<file path="src/rtl/stc0_cmd_ctrl.sv">
// stc0_cmd_ctrl: byte-stream opcode parser driving the LFSR config register file
// and returning read responses through a small egress FIFO.
module stc0_cmd_ctrl #(
  parameter int         FIFO_DEPTH = 4,
  parameter int         TIMEOUT    = 255,
  parameter logic [7:0] RESP_HDR   = 8'hDE
) (
  input  logic       clk,
  input  logic       rst_n,
  input  logic [7:0] ingress,
  input  logic       ingress_valid,
  output logic [7:0] egress,
  output logic       egress_valid,
  output logic       lfsr0_en,
  output logic       lfsr1_en,
  output logic [7:0] lfsr0_seed,
  output logic [7:0] lfsr1_seed,
  output logic [7:0] lfsr0_taps,
  output logic [7:0] lfsr1_taps,
  output logic       seed_load
);
  localparam int AW = $clog2(FIFO_DEPTH);
  localparam int TW = $clog2(TIMEOUT + 1);

  typedef enum logic {IDLE, WDATA} state_t;

  state_t        state_q, state_d;
  logic [3:0]    addr_q, addr_d;
  logic [TW-1:0] cnt_q, cnt_d;
  logic [7:0]    regs_q [16];
  logic [7:0]    regs_d [16];
  logic [3:0]    err_q, err_d;
  logic [7:0]    mem_q [FIFO_DEPTH];
  logic [7:0]    mem_d [FIFO_DEPTH];
  logic [AW-1:0] wp_q, wp_d, rp_q, rp_d;
  logic [AW:0]   lvl_q, lvl_d;
  logic [7:0]    egress_q, egress_d;
  logic          egress_valid_q, egress_valid_d;
  logic          seed_load_q, seed_load_d;
  logic [3:0]    op, a;
  logic [7:0]    rd_val;
  logic          push, pop, err_ev, clr;

  always_comb begin
    state_d     = state_q;
    addr_d      = addr_q;
    cnt_d       = cnt_q;
    regs_d      = regs_q;
    mem_d       = mem_q;
    seed_load_d = 1'b0;
    push        = 1'b0;
    err_ev      = 1'b0;
    clr         = 1'b0;
    op          = ingress[7:4];
    a           = ingress[3:0];
    pop         = lvl_q != '0;
    rd_val      = (a == 4'hF) ? {err_q, 1'b0, 3'(lvl_q)} : regs_q[a];
    if (state_q == IDLE && ingress_valid) begin
      if (op == 4'hA) begin
        state_d = WDATA;
        addr_d  = a;
        cnt_d   = '0;
      end else if (op == 4'hB) begin
        // free space judged before this cycle's pop, so a full-ish FIFO drops the read
        push   = lvl_q <= (AW+1)'(FIFO_DEPTH - 2);
        err_ev = !push;
      end else begin
        err_ev = op != 4'h0;
      end
    end else if (state_q == WDATA) begin
      if (ingress_valid) begin
        state_d = IDLE;
        if (addr_q == 4'h0) begin
          regs_d[0]   = {6'b0, ingress[1:0]};
          seed_load_d = ingress[7];
        end else if (addr_q == 4'hF) begin
          clr = 1'b1;
        end else begin
          regs_d[addr_q] = ingress;
        end
      end else if (cnt_q == TW'(TIMEOUT - 1)) begin
        state_d = IDLE;
        err_ev  = 1'b1;
      end else begin
        cnt_d = cnt_q + 1'b1;
      end
    end
    err_d = clr ? 4'h0 : (err_ev && err_q != 4'hF) ? err_q + 4'h1 : err_q;
    if (push) begin
      mem_d[wp_q]           = RESP_HDR;
      mem_d[wp_q + AW'(1)]  = rd_val;
    end
    wp_d           = push ? wp_q + AW'(2) : wp_q;
    rp_d           = pop ? rp_q + AW'(1) : rp_q;
    lvl_d          = lvl_q + (push ? (AW+1)'(2) : (AW+1)'(0)) - (pop ? (AW+1)'(1) : (AW+1)'(0));
    egress_d       = pop ? mem_q[rp_q] : egress_q;
    egress_valid_d = pop;
  end

  always_ff @(posedge clk or negedge rst_n) begin
    if (!rst_n) begin
      state_q        <= IDLE;
      addr_q         <= '0;
      cnt_q          <= '0;
      err_q          <= '0;
      wp_q           <= '0;
      rp_q           <= '0;
      lvl_q          <= '0;
      egress_q       <= '0;
      egress_valid_q <= 1'b0;
      seed_load_q    <= 1'b0;
      for (int i = 0; i < 16; i++)
        regs_q[i] <= (i == 1 || i == 2) ? 8'h01 : (i == 3 || i == 4) ? 8'hB8 : 8'h00;
      for (int i = 0; i < FIFO_DEPTH; i++)
        mem_q[i] <= '0;
    end else begin
      state_q        <= state_d;
      addr_q         <= addr_d;
      cnt_q          <= cnt_d;
      err_q          <= err_d;
      wp_q           <= wp_d;
      rp_q           <= rp_d;
      lvl_q          <= lvl_d;
      egress_q       <= egress_d;
      egress_valid_q <= egress_valid_d;
      seed_load_q    <= seed_load_d;
      regs_q         <= regs_d;
      mem_q          <= mem_d;
    end
  end

  assign egress       = egress_q;
  assign egress_valid = egress_valid_q;
  assign seed_load    = seed_load_q;
  assign lfsr0_en     = regs_q[0][0];
  assign lfsr1_en     = regs_q[0][1];
  assign lfsr0_seed   = regs_q[1];
  assign lfsr1_seed   = regs_q[2];
  assign lfsr0_taps   = regs_q[3];
  assign lfsr1_taps   = regs_q[4];
endmodule

</file>
<file path="config.mk">
export PLATFORM = sky130hd
export DESIGN_NAME = stc0_cmd_ctrl
export DESIGN_NICKNAME = d
export VERILOG_FILES = /design/src/rtl/stc0_cmd_ctrl.sv
export SDC_FILE = /design/constraint.sdc
export NUM_CORES = 1
export LEC_CHECK = 0
export ABC_AREA = 0
export BUFFER_PORTS_ARGS = -buffer_cell sky130_fd_sc_hd__buf_2
export CORE_MARGIN = 2
export CORE_UTILIZATION = 55
export DETAILED_ROUTE_END_ITERATION = 10
export GPL_TIMING_DRIVEN = 0
export PLACE_DENSITY = 0.73
export RECOVER_POWER = 100
export SETUP_SLACK_MARGIN = 0.15
export SYNTH_ARGS = -nofsm -noshare
export SYNTH_HDL_FRONTEND = slang
export SYNTH_SLANG_ARGS = --single-unit
</file>
<file path="constraint.sdc">
create_clock -name clk -period 2.2 [get_ports clk]
set_input_delay 0.44 -clock clk [delete_from_list [all_inputs] [get_ports clk]]
set_output_delay 0.44 -clock clk [all_outputs]
set_load 0.05 [all_outputs]
</file>
---- Yosys cells after proc, flatten, opt, wreduce, memory -nomap -nowiden ----
Cells that the tools add are included.
W data, S select, Z words.
operators by class
  add/sub/neg operators ................... 7
  order comparisons ....................... 9
  equality and inequality tests ........... 10
  multiplexer cells ....................... 49
  bitwise operators ....................... 12
  reductions and logical operators ........ 15
operator list
  cell                   number
  $bwmux W128            1
  $mux W128              1
  $mux W8                14
  $bmux W8 S4            1
  $bwmux W32             1
  $demux W8 S2           2
  $demux W8 S4           1
  $mux W1                24
  $or A24 B24 Y24        1
  $bmux W8 S2            1
  $eq A4 B4 Y1 const B   4
  $ge A5 B5 Y1 const B   2
  $not A4 Y5             2
  $ge A3 B3 Y1 const B   3
  $not A2 Y3             3
  $add A8 B1 Y8 const B  1
  $and A8 B8 Y8          1
  $eq A8 B8 Y1 const B   1
  $mux W4                2
  $not A8 Y8             1
  $reduce_and A4 Y1      2
  $lt A3 B1 Y1 const B   2
  $logic_and A1 B1 Y1    5
  $lt A5 B1 Y1 const B   1
  other kinds (18)       25
word-level totals
  bits in registers ....................... 194
  word-level logic and storage cells ...... 132

---- Longest topological paths before layout ----
  word-level depth ........................ 8
  mapped depth ............................ 9
  depth with buffers taken out ............ 8

---- Worst setup path before layout ----
No wires, ideal clock.
  path type ............................... input to register
  start ................................... input ingress[7]
  end ..................................... register lvl_q[2]
  data arrival time ....................... 1.753 ns
  required time ........................... 2.077 ns
  setup slack ............................. 0.325 ns
  cell stages on the path ................. 9
  path through ............................ buf_2 > nand2_1 > nor3_1 > nand3_1 > ha_1 > inv_1 > ha_1 > xnor2_1 > xnor2_1
on the way
  word-level cells in the longest chain between the ends .. 7
  elaborated cells between the ends (all ways) .. 8
  those cells by class .................... 2 x add/sub; 2 x eq/ne; 4 x mux
RTL lines
  element               RTL line  text
  start, declared       10        input logic [7:0] ingress,
  $eq A4 B4 Y1          63        end else if (op == 4'hB) begin
  $mux W1               63
  $mux W1 *             59        if (op == 4'hA) begin
  $mux W1 *             58        if (state_q == IDLE && ingress_valid) begin
  $mux W2 *             95        lvl_d = lvl_q + (push ? (AW+1)'(2) : (AW+1)'(0)) - (pop ? (AW+1)'(1) : (AW+1)'(0));
  $add A3 B2 Y3 *       95
  $sub A3 B1 Y3 *       95
  named net lvl_d[2]    36        logic [AW:0] lvl_q, lvl_d;
  end signal, assigned  123       lvl_q <= lvl_d;
  end, declared         36
The timed path passes the listed nets; every way through them passes the cells marked *.
A chain may end at the register's enable or synchronous reset.

---- Final worst setup path ----
  start ................................... input ingress[2]
  end ..................................... register addr_q[2]
RTL lines
  element               RTL line  text
  end signal, assigned  118       addr_q <= addr_d;
  end, declared         28        logic [3:0] addr_q, addr_d;
No word-level cell between the ends.

==> metrics.cfg <==
[placement]
io_buffers=51
routabilityCongestion=0.8768
dpl_worst_slack_ns=-0.1586
dpl_cell_area_mm2=0.009230
dpl.hpwl_um=13310

[setup_path]
start_kind=primary input
worst_setup_path_end_kind=flop
crit_type=primary input to flop
crit_chain=clkbuf_2 > clkbuf_1 > clkbuf_1 > clkbuf_1 > mux2_2
worstPathMaxFanout=10
crit_buf_inv=4
worstPathRequired_ns=2.57
crit_family=buffers and inverters
cpMaxStageDelayCell=clkbuf_1
cp_slowest_stage_delay_ns=0.53
crit_path_frequent_cell=clkbuf_1
arrival_ns=2.43

[clock_network]
clkLatencyLatePin_ns=0.44
root_buffer=clkbuf_16
cts_tree=built
cts_buffers=17
h-tree-depth=4
clock_sinks=185
path_clk_slew_ns=0.07
ctsLongestPathBuffers=2

[sta]
clock-skew-final_ns=0.007218
period_minus_slack_ns=2.057
layout_setup_ws_ns=0.1428
layout_worst_path_cycle_share_pct=93.51
maxSlewHeadroom_pct=46.27
worst_slew_pin_slew_ns=0.8029
drv_slew=0
rsz0062_at_grt=true
hold_viol_final=0
setup_violations=0
max_freq_mhz=486.1

[synth]
yosysTopAreaCell=dfrtp_1
synth_edf_count=0
netlist-cell-type-count=53
synthFlopType=dfrtp_1
synth_common_cells=dfrtp_1, mux2_2, nand2_1
synth.avg_cell_area_um2=13.04
yosys_warnings=0
synthTopCellsByArea=dfrtp_1, mux2_2, mux4_2
syn_nets=682
yosysSeqAreaShare_pct=53.52
ys_ff_latch=185
synth.top_cell.area_share_pct=50.49
synthArstFlopShare_pct=100.0
yosys.cell_count.top_type=dfrtp_1
netlist_area_mm2=0.008673
syn_inst=665

[final_layout]
synthToLayoutAreaGrowth_pct=13.16
fin_area_mm2=0.009814
nFillCells=1187
drive_gt1_share_pct=33.95
diodes=0
num-nets-final=755
fin_util_pct=64.09

[routing]
wl_per_cell_um=20.29
remaining_drc_errors=0
drtIter0Drc=385
via_per_inst=5.738
dr.pass1.iters=4
detail-route-antenna-nets=0
dr_total_vias=5520
wl_um=19520

[global_routing]
grt_antenna_before_repair=0
grt_max_degree=128
grt_overflow=0
grt_usage_pct=24.94
grt_pass1_wl_um=31230
grt_pass1_vias=5667

[status]
status=completed

[power_and_ir_drop]
p_leak_nw=4.604
pwr_density_cell_mw_per_mm2=966.8
peakVddDrop_mv=0.6577

[floorplanning]
die_h_um=129.6
io_pins=55
core_area_mm2=0.01531
die_w_um=129.6
placementRows=45
die_area_mm2=0.01679
start_util_pct=56.63

[job]
drv_cap=0

[min_path]
hp-class=primary input to flop

## per-layer routing
metal | up-vias | GRT usage (%) | wire, µm
li1 | 2507 | - | -
met1 | 2871 | 35.80 | 8912
met2 | 114 | 39.02 | 9349
met3 | 28 | 4.253 | 892
met4 | 0 | 8.349 | 365
met5 | - | 0 | 0
## timing repair
action,CTS,global route
gates resized for setup,2,5
buffers inserted,0,1
endpoints found under the hold margin,50,0
endpoints found under the setup margin,9,7
hold buffers,1,0
pin swaps,0,1
## layout make-up
type	instances	area (µm²)	area share (%)
Timing Repair Buffer	54	254.0	2.588
Buffer	73	422.9	4.309
Clock buffer	20	456.7	4.653
Inverter	8	30.03	0.3060
Multi-Input combinational cell	399	3582	36.50
Clock inverter	12	162.7	1.657
Sequential cell	185	4642	47.30
Tap cell	211	264.0	2.690
## path summary, 6_finish.rpt
check	from	to	slack, ns	cells past startpoint
worst min register to register	mem_q[11]	mem_q[11]	0.46	1
worst min-delay path	ingress[7]	regs_q[39]	0.45	2
worst max-delay path	ingress[2]	addr_q[2]	0.14	5
max in group asynchronous	rst_n	regs_q[37]	0.75	3
worst max register to register	addr_q[2]	lfsr0_taps[0]	0.21	4
min in group asynchronous	rst_n	lfsr1_en	0.51	2
## cell families (layout without fill, tap and decap cells)
kind of cell,count (synthesis),in the layout,share of synthesized area [%]
compound gates,76,76,5.540
xor+xnor,10,10,1.010
fa+ha+maj,6,6,0.8655
buf+inv,81,167,5.251
flops,185,185,53.52
mux,178,178,25.61
simple gates,129,129,8.208
## through the flow
stage / total power, W / std cells / setup TNS, ns / hold WS (ns)
final: 0.009489 / 962 / 0 / 0.4471
after global routing: 0.009941 / 962 / 0 / 0.4571
after CTS: 0.009571 / 961 / 0 / 0.4329
after detailed placement: 0.006369 / 928 / -2.165 / 0.3944
after global placement: 0.006250 / 927 / -372.00 / 0.4437
after floorplan: 0.005797 / 665 / 0 / 0.1444
## state kept, by name, summed over array words and instances, names as in the netlist
register	cells
state_q	1
seed_load	1
lvl_q	3
egress_valid	1
mem_q	32
cnt_q	8
err_q	4
lfsr1_taps	8
lfsr1_en	1
lfsr0_taps	8
rp_q	2
addr_q	4
egress	8
lfsr0_seed	8
wp_q	1
regs_q	86
lfsr1_seed	8
lfsr0_en	1
## layout by cell type (no fill, tap or decap), types with 6 or more instances in the layout
cell type	n
and2_1	6
or3_1	6
o22a_1	7
o22ai_1	7
a2bb2oi_1	7
dfrtp_1	175
nand2_1	36
mux2i_1	34
ha_1	6
clkbuf_16	17
a21oi_1	10
clkbuf_2	7
nand2b_1	18
inv_1	8
o21ai_0	32
and2_0	6
nor2_2	8
clkbuf_1	69
nor2_1	10
buf_4	35
dfstp_2	10
mux2_2	120
mux4_2	23
buf_2	12
nand4_1	6
## power by group
part / total [W] / switching [W] / leakage, nW / internal [W]
Sequential: 0.00422 / 0.000341 / 2.48 / 0.00388
Combinational: 0.00207 / 0.00121 / 1.83 / 0.000864
Clock: 0.00319 / 0.00133 / 0.292 / 0.00186
(Power assumes the default switching activity.)
